**config.mk**
```make
export PLATFORM = sky130hd
export DESIGN_NAME = qam64_symbol_mapper
export DESIGN_NICKNAME = d
export VERILOG_FILES = /design/src/rtl/qam64_pkg.sv /design/src/rtl/qam64_gearbox.sv /design/src/rtl/qam64_symbol_mapper.sv
export SDC_FILE = /design/constraint.sdc
export NUM_CORES = 1
export LEC_CHECK = 0
export CAP_MARGIN = 20
export CORE_ASPECT_RATIO = 1.4
export CORE_MARGIN = 4
export CORE_UTILIZATION = 50
export CTS_CLUSTER_DIAMETER = 200
export DETAILED_ROUTE_END_ITERATION = 16
export PLACE_DENSITY = 0.8
export SLEW_MARGIN = 20
export SYNTH_ARGS = -nofsm -noshare
export SYNTH_HDL_FRONTEND = slang
export SYNTH_HIERARCHICAL = 1
export SYNTH_SLANG_ARGS = --single-unit
export TNS_END_PERCENT = 1
```
**constraint.sdc**
```tcl
create_clock -name clk -period 2.1 [get_ports clk]
set_input_delay 0.21 -clock clk [delete_from_list [all_inputs] [get_ports clk]]
set_output_delay 0.21 -clock clk [all_outputs]
set_load 0.005 [all_outputs]
```
**src/rtl/qam64_pkg.sv**
```systemverilog
// Shared constants, level type and the per-axis constellation map for the 64-QAM mapper.
// QAM64_GRAY_MAP_EN selects the Gray per-axis map; otherwise natural binary (2*v - 7).
package qam64_pkg;

  localparam int SYM_BITS = 6;
  localparam int LEVEL_W  = 4;
  localparam int BUF_W    = 16;
  localparam int CNT_W    = 5;

  typedef logic signed [LEVEL_W-1:0] qam_level_t;

  function automatic qam_level_t map_axis(input logic [2:0] v);
    qam_level_t lvl;
`ifdef QAM64_GRAY_MAP_EN
    case (v)
      3'b000:  lvl = 4'sb1001;  // -7
      3'b001:  lvl = 4'sb1011;  // -5
      3'b011:  lvl = 4'sb1101;  // -3
      3'b010:  lvl = 4'sb1111;  // -1
      3'b110:  lvl = 4'sb0001;  // +1
      3'b111:  lvl = 4'sb0011;  // +3
      3'b101:  lvl = 4'sb0101;  // +5
      3'b100:  lvl = 4'sb0111;  // +7
      default: lvl = 4'sb1001;
    endcase
`else
    case (v)
      3'b000:  lvl = 4'sb1001;
      3'b001:  lvl = 4'sb1011;
      3'b010:  lvl = 4'sb1101;
      3'b011:  lvl = 4'sb1111;
      3'b100:  lvl = 4'sb0001;
      3'b101:  lvl = 4'sb0011;
      3'b110:  lvl = 4'sb0101;
      3'b111:  lvl = 4'sb0111;
      default: lvl = 4'sb1001;
    endcase
`endif
    return lvl;
  endfunction

endpackage

```
**src/rtl/qam64_gearbox.sv**
```systemverilog
// 8-to-6 bit gearbox: 16-bit MSB-first buffer, fill count, frame flush and zero-pad symbol.
// Valid bits are left-aligned; everything below the fill count is kept zero so padding is free.
module qam64_gearbox
  import qam64_pkg::*;
(
  input  logic                clk,
  input  logic                rst,
  input  logic [7:0]          in_data,
  input  logic                in_valid,
  input  logic                in_last,
  output logic                in_ready,
  output logic [SYM_BITS-1:0] raw_sym_o,
  output logic                raw_last_o,
  output logic                raw_avail_o,
  input  logic                take_i
);

  logic [BUF_W-1:0] buf_q, buf_d;
  logic [CNT_W-1:0] cnt_q, cnt_d;
  logic             flush_q, flush_d;
  logic             full_s, pad_s, accept_s, pop_s;

  // Handshake decode, pop/pad selection and next buffer state
  always_comb begin
    buf_d       = buf_q;
    cnt_d       = cnt_q;
    flush_d     = flush_q;
    full_s      = (cnt_q >= 5'd6);
    pad_s       = flush_q && !full_s && (cnt_q != 5'd0);
    raw_avail_o = full_s || pad_s;
    raw_sym_o   = buf_q[BUF_W-1 -: SYM_BITS];
    raw_last_o  = flush_q && (pad_s || (cnt_q == 5'd6));
    in_ready    = !flush_q && (cnt_q <= 5'd8);
    accept_s    = in_valid && in_ready;
    pop_s       = raw_avail_o && take_i;

    if (pop_s) begin
      if (pad_s) begin
        buf_d = 16'h0000;
        cnt_d = 5'd0;
      end else begin
        buf_d = buf_q << SYM_BITS;
        cnt_d = cnt_q - 5'd6;
      end
    end else begin
      buf_d = buf_q;
      cnt_d = cnt_q;
    end

    // New byte lands directly behind whatever survives this cycle's pop.
    if (accept_s) begin
      buf_d = buf_d | ({in_data, 8'h00} >> cnt_d);
      cnt_d = cnt_d + 5'd8;
    end else begin
      buf_d = buf_d;
      cnt_d = cnt_d;
    end

    if (accept_s && in_last) begin
      flush_d = 1'b1;
    end else if (pop_s && raw_last_o) begin
      flush_d = 1'b0;
    end else if (flush_q && (cnt_q == 5'd0)) begin
      flush_d = 1'b0;
    end else begin
      flush_d = flush_q;
    end
  end

  // Buffer, fill count and flush state registers
  always_ff @(posedge clk or posedge rst) begin
    if (rst) begin
      buf_q   <= 16'h0000;
      cnt_q   <= 5'd0;
      flush_q <= 1'b0;
    end else begin
      buf_q   <= buf_d;
      cnt_q   <= cnt_d;
      flush_q <= flush_d;
    end
  end

endmodule

```
**src/rtl/qam64_symbol_mapper.sv**
```systemverilog
// 64-QAM symbol mapper top: gearbox, I/Q level mapping and the registered output stage.
// Map selection via QAM64_GRAY_MAP_EN (see qam64_pkg); handshake is identical in both builds.
module qam64_symbol_mapper
  import qam64_pkg::*;
(
  input  logic               clk,
  input  logic               rst,
  input  logic [7:0]         in_data,
  input  logic               in_valid,
  input  logic               in_last,
  output logic               in_ready,
  output logic [LEVEL_W-1:0] sym_i,
  output logic [LEVEL_W-1:0] sym_q,
  output logic               sym_valid,
  output logic               sym_last,
  input  logic               sym_ready
);

  logic [SYM_BITS-1:0] raw_sym_s;
  logic                raw_last_s, raw_avail_s, take_s, pop_s;
  logic [LEVEL_W-1:0]  sym_i_q, sym_i_d, sym_q_q, sym_q_d;
  logic                valid_q, valid_d, last_q, last_d;

  assign take_s = !valid_q || sym_ready;
  assign pop_s  = raw_avail_s && take_s;

  qam64_gearbox u_gearbox (
    .clk         (clk),
    .rst         (rst),
    .in_data     (in_data),
    .in_valid    (in_valid),
    .in_last     (in_last),
    .in_ready    (in_ready),
    .raw_sym_o   (raw_sym_s),
    .raw_last_o  (raw_last_s),
    .raw_avail_o (raw_avail_s),
    .take_i      (take_s)
  );

  // Output stage next state: load on pop, drop valid on consume, otherwise hold
  always_comb begin
    sym_i_d = sym_i_q;
    sym_q_d = sym_q_q;
    valid_d = valid_q;
    last_d  = last_q;
    if (pop_s) begin
      sym_i_d = map_axis(raw_sym_s[5:3]);
      sym_q_d = map_axis(raw_sym_s[2:0]);
      valid_d = 1'b1;
      last_d  = raw_last_s;
    end else if (sym_ready) begin
      valid_d = 1'b0;
    end else begin
      valid_d = valid_q;
    end
  end

  // Output stage registers
  always_ff @(posedge clk or posedge rst) begin
    if (rst) begin
      sym_i_q <= 4'h0;
      sym_q_q <= 4'h0;
      valid_q <= 1'b0;
      last_q  <= 1'b0;
    end else begin
      sym_i_q <= sym_i_d;
      sym_q_q <= sym_q_d;
      valid_q <= valid_d;
      last_q  <= last_d;
    end
  end

  assign sym_i     = sym_i_q;
  assign sym_q     = sym_q_q;
  assign sym_valid = valid_q;
  assign sym_last  = last_q;

endmodule

```
After elaboration in Yosys (flattened, before gate mapping) --
Memory sizes are Yosys's and may differ from the RTL's. A register that Yosys moved wholly into a read port is not among the register bits. Cells that the tools add are included.
Operators by class: add/subtract/negate cells 2, order comparisons 2, eq/ne operators 1, shifts and indexed selects 1, multiplexer cells 11, bitwise operators 1, reduce and logical (&&, ||, !) cells 19
Operator list (number):
- $mux 16 | 3
- $or 16x16->16 | 1
- $shr 16x5->16 | 1
- $mux 5 | 3
- $logic_and 1x1->1 | 9
- $add 5x4->5 const B | 1
- $eq 5x3->1 const B | 1
- $ge 5x3->1 const B | 1
- $le 5x4->1 const B | 1
- $logic_not 5->1 | 1
- $mux 1 | 5
- $reduce_bool 5->1 | 1
- $sub 5x3->5 const B | 1
- $logic_not 1->1 | 3
- $logic_or 1x1->1 | 3
- $reduce_bool 3->1 | 1
- $reduce_bool 2->1 | 1
Storage, ports and cells: flip-flop bits (word level) 32, ROM bits 48, logic and storage cells 46, memories 2
Memories:
- (no name shown) | words 8, width 3, read ports 1, clocked after Yosys merged registers in 1, write ports 0, RTL line qam64_pkg.sv:27 | case (v)
- (no name shown) | words 8, width 3, read ports 1, clocked after Yosys merged registers in 1, write ports 0, RTL line qam64_pkg.sv:27

Logic depth before layout (Yosys ltp) --
Gate-level depths: netlist of the first run.
word-level depth 10, mapped depth 9, depth with buffers taken out 8

Cells and area by module --
The synthesis of the first run kept the hierarchy.
Modules (own cells, without submodules):
- qam64_gearbox | times used 1, cells an instance 172, area each 1549.0 µm², sequential area each 550.5 µm²
- qam64_symbol_mapper | times used 1, cells an instance 24, area each 376.6 µm², sequential area each 225.2 µm²

Worst setup path after synthesis of the first run --
OpenSTA, ideal clock, no wires.
path kind register to register, start register u_gearbox.cnt_q[1], end register u_gearbox.buf_q[11], setup time 0.126 ns, arrival 2.195 ns, required time 1.974 ns, slack -0.221 ns, cell stages (with the launch flop) 9, buffers on the path 1, path through dfrtp_1 > ha_1 > or3_1 > clkbuf_1 > a32oi_2 > inv_2 > nand2_1 > o22ai_1 > a221o_1
On the way: longest elaborated chain between the ends 10, elaborated cells on any way between the ends 18, classes of those cells 1 x add/sub; 2 x order compare; 1 x shift; 5 x mux; 1 x bitwise; 8 x reduce/logical
Ends and longest elaborated chain:
- start, declared | RTL line qam64_gearbox.sv:19 | logic [CNT_W-1:0] cnt_q, cnt_d;
- start signal, assigned | RTL line qam64_gearbox.sv:78 | cnt_q <= cnt_d;
- $ge 5x3->1 | RTL line qam64_gearbox.sv:28 | full_s = (cnt_q >= 5'd6);
- $logic_not 1->1 | RTL line qam64_gearbox.sv:29 | pad_s = flush_q && !full_s && (cnt_q != 5'd0);
- $logic_and 1x1->1 (2 in series) | RTL line qam64_gearbox.sv:29
- $logic_or 1x1->1 | RTL line qam64_gearbox.sv:30 | raw_avail_o = full_s || pad_s;
- $logic_and 1x1->1 | RTL line qam64_gearbox.sv:35 | pop_s = raw_avail_o && take_i;
- $mux 5 | RTL line qam64_gearbox.sv:37 | if (pop_s) begin
- $shr 16x5->16 | RTL line qam64_gearbox.sv:52 | buf_d = buf_d | ({in_data, 8'h00} >> cnt_d);
- $or 16x16->16 | RTL line qam64_gearbox.sv:52
- $mux 16 * | RTL line qam64_gearbox.sv:51 | if (accept_s) begin
- net u_gearbox.buf_d[11] | RTL line qam64_gearbox.sv:18 | logic [BUF_W-1:0] buf_q, buf_d;
- end signal, assigned | RTL line qam64_gearbox.sv:77 | buf_q <= buf_d;
- end, declared | RTL line qam64_gearbox.sv:18
The timed path passes the listed nets; every way through them passes the cells marked *. A chain may end at the register's enable or synchronous reset.

Worst setup path in the final report of the first run --
start register u_gearbox.cnt_q[1], end register u_gearbox.buf_q[7]
Same word-level chain as after synthesis.

==> flow_summary.json, run 1 <==
{
  "run_status": "finished with violations",
  "violations": "negative setup slack",
  "dieArea_mm2": 0.00492,
  "finalCritPeriodShare": 1.06,
  "worstMarginPinSlew_ps": 355,
  "nets": 266,
  "die-height_um": 81.4,
  "vias": 1774,
  "met3_length_um": 264,
  "ios": 24,
  "syn_avg_cell_area_um2": 9.82,
  "fill_cells": 252,
  "drtAntennaViolNets": 0,
  "viasPerCell": 6.01,
  "ys_warn_count": 12,
  "finalSetupViolCount": 6,
  "cts_root_buf": "clkbuf_8",
  "cp.required_ps": 2290,
  "p_int_uw": 2570,
  "h-tree-depth": 2,
  "drive_gt1_frac": 0.348,
  "wl_per_cell_um": 17.4,
  "syn-cell-area_mm2": 0.00193,
  "crit_type": "flop to flop",
  "n_antenna_cell": 0,
  "cts_tree": "yes",
  "grt.total_usage": 0.223,
  "hold_class": "input pin to asynchronous set/reset pin",
  "finClkSkew_ps": 4.86,
  "relSlewSlack": 0.761,
  "cts_buffers": 5,
  "ys_seq_elements": 31,
  "detailroute.wirelength.met2_um": 2630,
  "p_sw_frac": 0.392,
  "yosysTopAreaCellShare": 0.403,
  "pre_cts_slack_ps": -281,
  "cap_violations": 0,
  "powerDensity_mw_per_mm2": 1570,
  "rsz0062_at_grt": "yes",
  "yosysTopAreaCell": "dfrtp_1",
  "hold_violations": 0,
  "hpwlAfterDp_um": 3620,
  "dieWidth_um": 60.5,
  "leakage_uw": 0.00129,
  "ir_worst_vdd_mv": 1.19,
  "worstSetupEndpointType": "flop",
  "overflow": 0,
  "pwr-share-clk": 0.144,
  "tritoncts_num_sinks": 31,
  "fin_ws_ps": -116,
  "drt-met1-wl_um": 2040,
  "combPwrFrac": 0.623,
  "place_inst": 285,
  "worst_ep_arrival_time_ps": 2410,
  "dr.pass1.iters": 4,
  "seqPwrFrac": 0.234,
  "ys_seq_area_frac": 0.403,
  "core_area_mm2": 0.00368,
  "layout_common_cells": "39 x buf_4, 27 x dfrtp_1, 22 x clkdlybuf4s50_1",
  "syn-num-nets": 210,
  "grt_max_degree": 23,
  "yosys-top-cells-area": "dfrtp_1 40%, mux2i_1 7.8%, mux2_4 3.9%, nand2_1 2.9%, buf_4 2.7%",
  "routed_wl_um": 5140,
  "clockBufferDepth": 2,
  "num_rows": 26,
  "critPathLaunchType": "flop",
  "start_util": 0.524,
  "finalNonFillerCells": 295,
  "clkTransAtPathRegs_ps": 70,
  "area_growth_pct": 40.4,
  "grt_pass1_vias": 1674,
  "finalCriticalPeriod_ps": 2220,
  "final_common_cell": "buf_4",
  "grt_pass1_wl_um": 8140,
  "drt_iter0_drc": 77,
  "p_sw_uw": 1660,
  "portBuffers": 23,
  "netlist_instances": 196,
  "finalSetupTns_ps": -226,
  "synth.distinct_cells": 50,
  "antenna_found_initial": 0,
  "r2r_slack_ps": -120,
  "crit_fanout": 7,
  "drc": 0,
  "topRoutingLayerUsed": "met4",
  "gp_congestion": 0.936,
  "r2r_cells": 7,
  "r2r_end": "u_gearbox/buf_q[7]",
  "clk_latency_ps": 280,
  "fmax_mhz": 451,
  "timing.rr.start": "u_gearbox/cnt_q[1]",
  "slew_violations": 0,
  "holdBufCountCts": 0
}
worst max-delay path: stages, from the launching register on:
cell,delay [ps]
dfrtp_2,440
or3_4,410
a2111oi_4,440
and3_4,280
buf_6,140
nand2_4,70
o311a_1,280
o31ai_1,60
metrics by stage:
stage	instance area, um2	util	hold slack, ps	power (uW)
floorplan	2010	-	37.9	2530
global placement	2510	0.683	434	3390
detailed placement	2510	0.683	444	3430
CTS	2660	0.723	217	4100
global route	2700	0.736	235	4480
finish	2700	0.736	209	4230
flip-flops by register name, summed over array words and instances, names as in the netlist:
name	flops
sym_valid	1
u_gearbox/flush_q	1
sym_i	3
sym_q	4
u_gearbox/cnt_q	5
u_gearbox/buf_q	16
sym_last	1
cell type report:
| class | count | area, um2 | share of cell area |
|---|---|---|---|
| well taps | 42 | 52.6 | 0.0194 |
| inverters | 10 | 40.0 | 0.0148 |
| clock inverters | 2 | 35.0 | 0.0130 |
| flip-flops and latches | 31 | 781 | 0.289 |
| multi-input cells | 138 | 1130 | 0.417 |
| repair buffers | 66 | 584 | 0.216 |
| clock buffers | 6 | 82.6 | 0.0305 |
power by group through the flow:
stage / clock [uW] / combinational (uW) / sequential, uW
after floorplan: 0 / 1550 / 980
after global placement: 0 / 2410 / 980
after detailed placement: 0 / 2440 / 989
after CTS: 616 / 2500 / 982
after global routing: 641 / 2830 / 1010
final: 608 / 2640 / 989
kinds of logic (layout without fill, tap and decap cells):
logic type,count (synthesis),after routing,synth area share
AND/OR/NAND/NOR,60,60,0.172
AO/OA/AOI/OAI,52,52,0.201
flip-flops,31,31,0.403
buffers and inverters,27,84,0.0715
multiplexers,25,25,0.146
adder cells (fa/ha/maj),1,1,0.00650
what timing repair did:
item	in CTS	in global routing
pin swaps	1	10
hold endpoints to repair	0	0
resized for setup	7	11
setup endpoints to repair	10	16
setup buffers	0	2
cells in the mapped netlist (all sizes together):
library cell  instances
a2111oi               1
a211oi                2
a21o                  2
a21oi                10
a221o                 1
a22o                  2
a2bb2oi               1
a311oi                1
a31oi                 1
a32oi                 5
and2                  4
and3                  6
buf                  11
clkbuf                6
dfrtp                31
ha                    1
inv                  10
mux2                 10
mux2i                15
nand2                16
nand2b                8
nand3                 7
nor2                  6
nor2b                 2
nor3                  3
nor3b                 1
nor4                  1
nor4b                 1
o211ai                2
o21ai                15
o221ai                1
o22ai                 1
o311a                 1
o311ai                1
o31ai                 3
o41ai                 2
or2                   1
or3                   3
or4b                  1
how the worst max path moves through the flow:
stage / startpoint / endpoint / cells past startpoint
after floorplan: u_gearbox/cnt_q[1] / u_gearbox/buf_q[1] / 7
after global placement: sym_ready / u_gearbox/buf_q[11] / 9
after detailed placement: sym_ready / u_gearbox/buf_q[11] / 9
after CTS: u_gearbox/cnt_q[1] / u_gearbox/buf_q[7] / 7
after global routing: u_gearbox/cnt_q[1] / u_gearbox/buf_q[7] / 7
final: u_gearbox/cnt_q[1] / u_gearbox/buf_q[7] / 7
metal layers:
metal  vias up  track usage
met1       849        0.260
met2        82        0.386
li1        822            -
met4         0        0.111
met3        21       0.0377
met5         -            0
(Power assumes the default switching activity.)
==> inputs of run 2 (changes only) <==
--- a/config.mk
+++ b/config.mk
@@ -12,6 +12,7 @@
 export CTS_CLUSTER_DIAMETER = 200
 export DETAILED_ROUTE_END_ITERATION = 16
 export PLACE_DENSITY = 0.8
+export SKIP_CTS_REPAIR_TIMING = 1
 export SLEW_MARGIN = 20
 export SYNTH_ARGS = -nofsm -noshare
 export SYNTH_HDL_FRONTEND = slang
==> run 2 against run 1 <==
Compared with the run above:
- the flow still finishes with violations (negative setup slack)
- final cell count down 0.68%
- combinational power about the same
- routed wire length down 1.7%
- via count down 1.9%
- maximum frequency up 2.2%
- setup slack better by 49 ps
- clock skew about the same
- hold slack worse by 0.70 ps
- highest routed layer unchanged
- count of clock-buffer cells in the layout unchanged
==> flow_summary.json, run 2 (synthesized netlist as in run 1, its figures left out) <==
{
  "run_status": "finished with violations",
  "violations": "negative setup slack",
  "finClkSkew_ps": 4.63,
  "h-tree-depth": 2,
  "cts_buffers": 5,
  "overflow": 0,
  "cts_tree": "yes",
  "grt_max_degree": 23,
  "worst_ep_arrival_time_ps": 2360,
  "hpwlAfterDp_um": 3620,
  "finalCritPeriodShare": 1.03,
  "ir_worst_vdd_mv": 1.02,
  "crit_fanout": 7,
  "finalCriticalPeriod_ps": 2170,
  "worstSetupEndpointType": "flop",
  "pre_cts_slack_ps": -281,
  "fmax_mhz": 461,
  "dr.pass1.iters": 4,
  "top_register": "u_gearbox/buf_q",
  "nets": 264,
  "slew_violations": 0,
  "final_common_cell": "buf_4",
  "portBuffers": 23,
  "leakage_uw": 0.00127,
  "gp_congestion": 0.936,
  "total_power_uw": 4230,
  "p_int_uw": 2570,
  "worstMarginPinSlew_ps": 356,
  "drc": 0,
  "routed_wl_um": 5060,
  "ios": 24,
  "cp.required_ps": 2290,
  "area_growth_pct": 39.8,
  "die-height_um": 81.4,
  "powerDensity_mw_per_mm2": 1570,
  "hold_class": "input pin to asynchronous set/reset pin",
  "p_sw_uw": 1660,
  "layout_common_cells": "38 x buf_4, 27 x dfrtp_1, 22 x clkdlybuf4s50_1",
  "largest_register_ffs": 16,
  "hold_violations": 0,
  "clk_latency_ps": 280,
  "start_util": 0.524,
  "dieWidth_um": 60.5,
  "fin_ws_ps": -67.2,
  "antenna_found_initial": 0,
  "combPwrFrac": 0.623,
  "drt_iter0_drc": 54,
  "cap_violations": 0,
  "relSlewSlack": 0.761,
  "crit_type": "flop to flop",
  "finalSetupViolCount": 3,
  "grt.total_usage": 0.212,
  "clkTransAtPathRegs_ps": 70,
  "pwr-share-clk": 0.144,
  "viasPerCell": 5.94,
  "grt_pass1_vias": 1618,
  "rsz0062_at_grt": "yes",
  "tritoncts_num_sinks": 31,
  "num_rows": 26,
  "core_area_mm2": 0.00368,
  "cts_root_buf": "clkbuf_8",
  "r2r_end": "u_gearbox/buf_q[7]",
  "vias": 1740,
  "p_sw_frac": 0.392,
  "drive_gt1_frac": 0.351,
  "timing.rr.start": "u_gearbox/cnt_q[1]",
  "seqPwrFrac": 0.233,
  "drtAntennaViolNets": 0,
  "critPathLaunchType": "flop",
  "grt_pass1_wl_um": 7790,
  "clockBufferDepth": 2,
  "r2r_cells": 7,
  "r2r_slack_ps": -70,
  "wl_per_cell_um": 17.3,
  "n_antenna_cell": 0,
  "dieArea_mm2": 0.00492
}
## run 2: metrics by stage
step | instance area (um2) | TNS, ps | utilization | std cells | hold slack [ps]
CTS | 2630 | -717 | 0.715 | 293 | 217
floorplan | 2010 | -34.9 | - | 196 | 37.9
global route | 2690 | -620 | 0.732 | 293 | 237
detailed placement | 2510 | -2750 | 0.683 | 285 | 444
global placement | 2510 | -2090 | 0.683 | 285 | 434
finish | 2690 | -131 | 0.732 | 293 | 208
## run 2: critical path, cell delays in order (launching register included)
cell and delay (ps):
dfrtp_2 440, or3_4 430, a2111oi_4 370, and3_4 270, buf_6 140, nand2_2 80
o311a_1 280, o31ai_1 60
## run 2: how the worst max path moves through the flow
stage | from | end | slack (ps) | cells past startpoint
6_report | u_gearbox/cnt_q[1] | u_gearbox/buf_q[7] | -70 | 7
3_5_place_dp | sym_ready | u_gearbox/buf_q[11] | -280 | 9
2_1_floorplan | u_gearbox/cnt_q[1] | u_gearbox/buf_q[1] | -10 | 7
3_3_place_gp | sym_ready | u_gearbox/buf_q[11] | -240 | 9
4_1_cts | u_gearbox/cnt_q[1] | in_ready | -190 | 4
5_1_grt | u_gearbox/cnt_q[1] | u_gearbox/buf_q[7] | -130 | 7
## run 2: cell type report
type / instances / area (um2)
multi-input cells: 138 / 1130
fillers: 258 / 985
flip-flops and latches: 31 / 781
repair buffers: 64 / 569
clock buffers: 6 / 82.6
well taps: 42 / 52.6
inverters: 10 / 40.0
clock inverters: 2 / 35.0
## run 2: metal layers
layer	routed length, um	track usage	vias to the layer above
li1	-	-	818
met4	125	0.115	0
met3	226	0.0330	14
met5	0	0	-
met2	2640	0.356	67
met1	2070	0.255	841
## run 2: power groups by stage
stage	Sequential [uW]	Clock (uW)	Combinational, uW
detailed placement	989	0	2440
global placement	980	0	2410
CTS	982	616	2460
floorplan	980	0	1550
global route	1010	639	2810
finish	987	610	2630
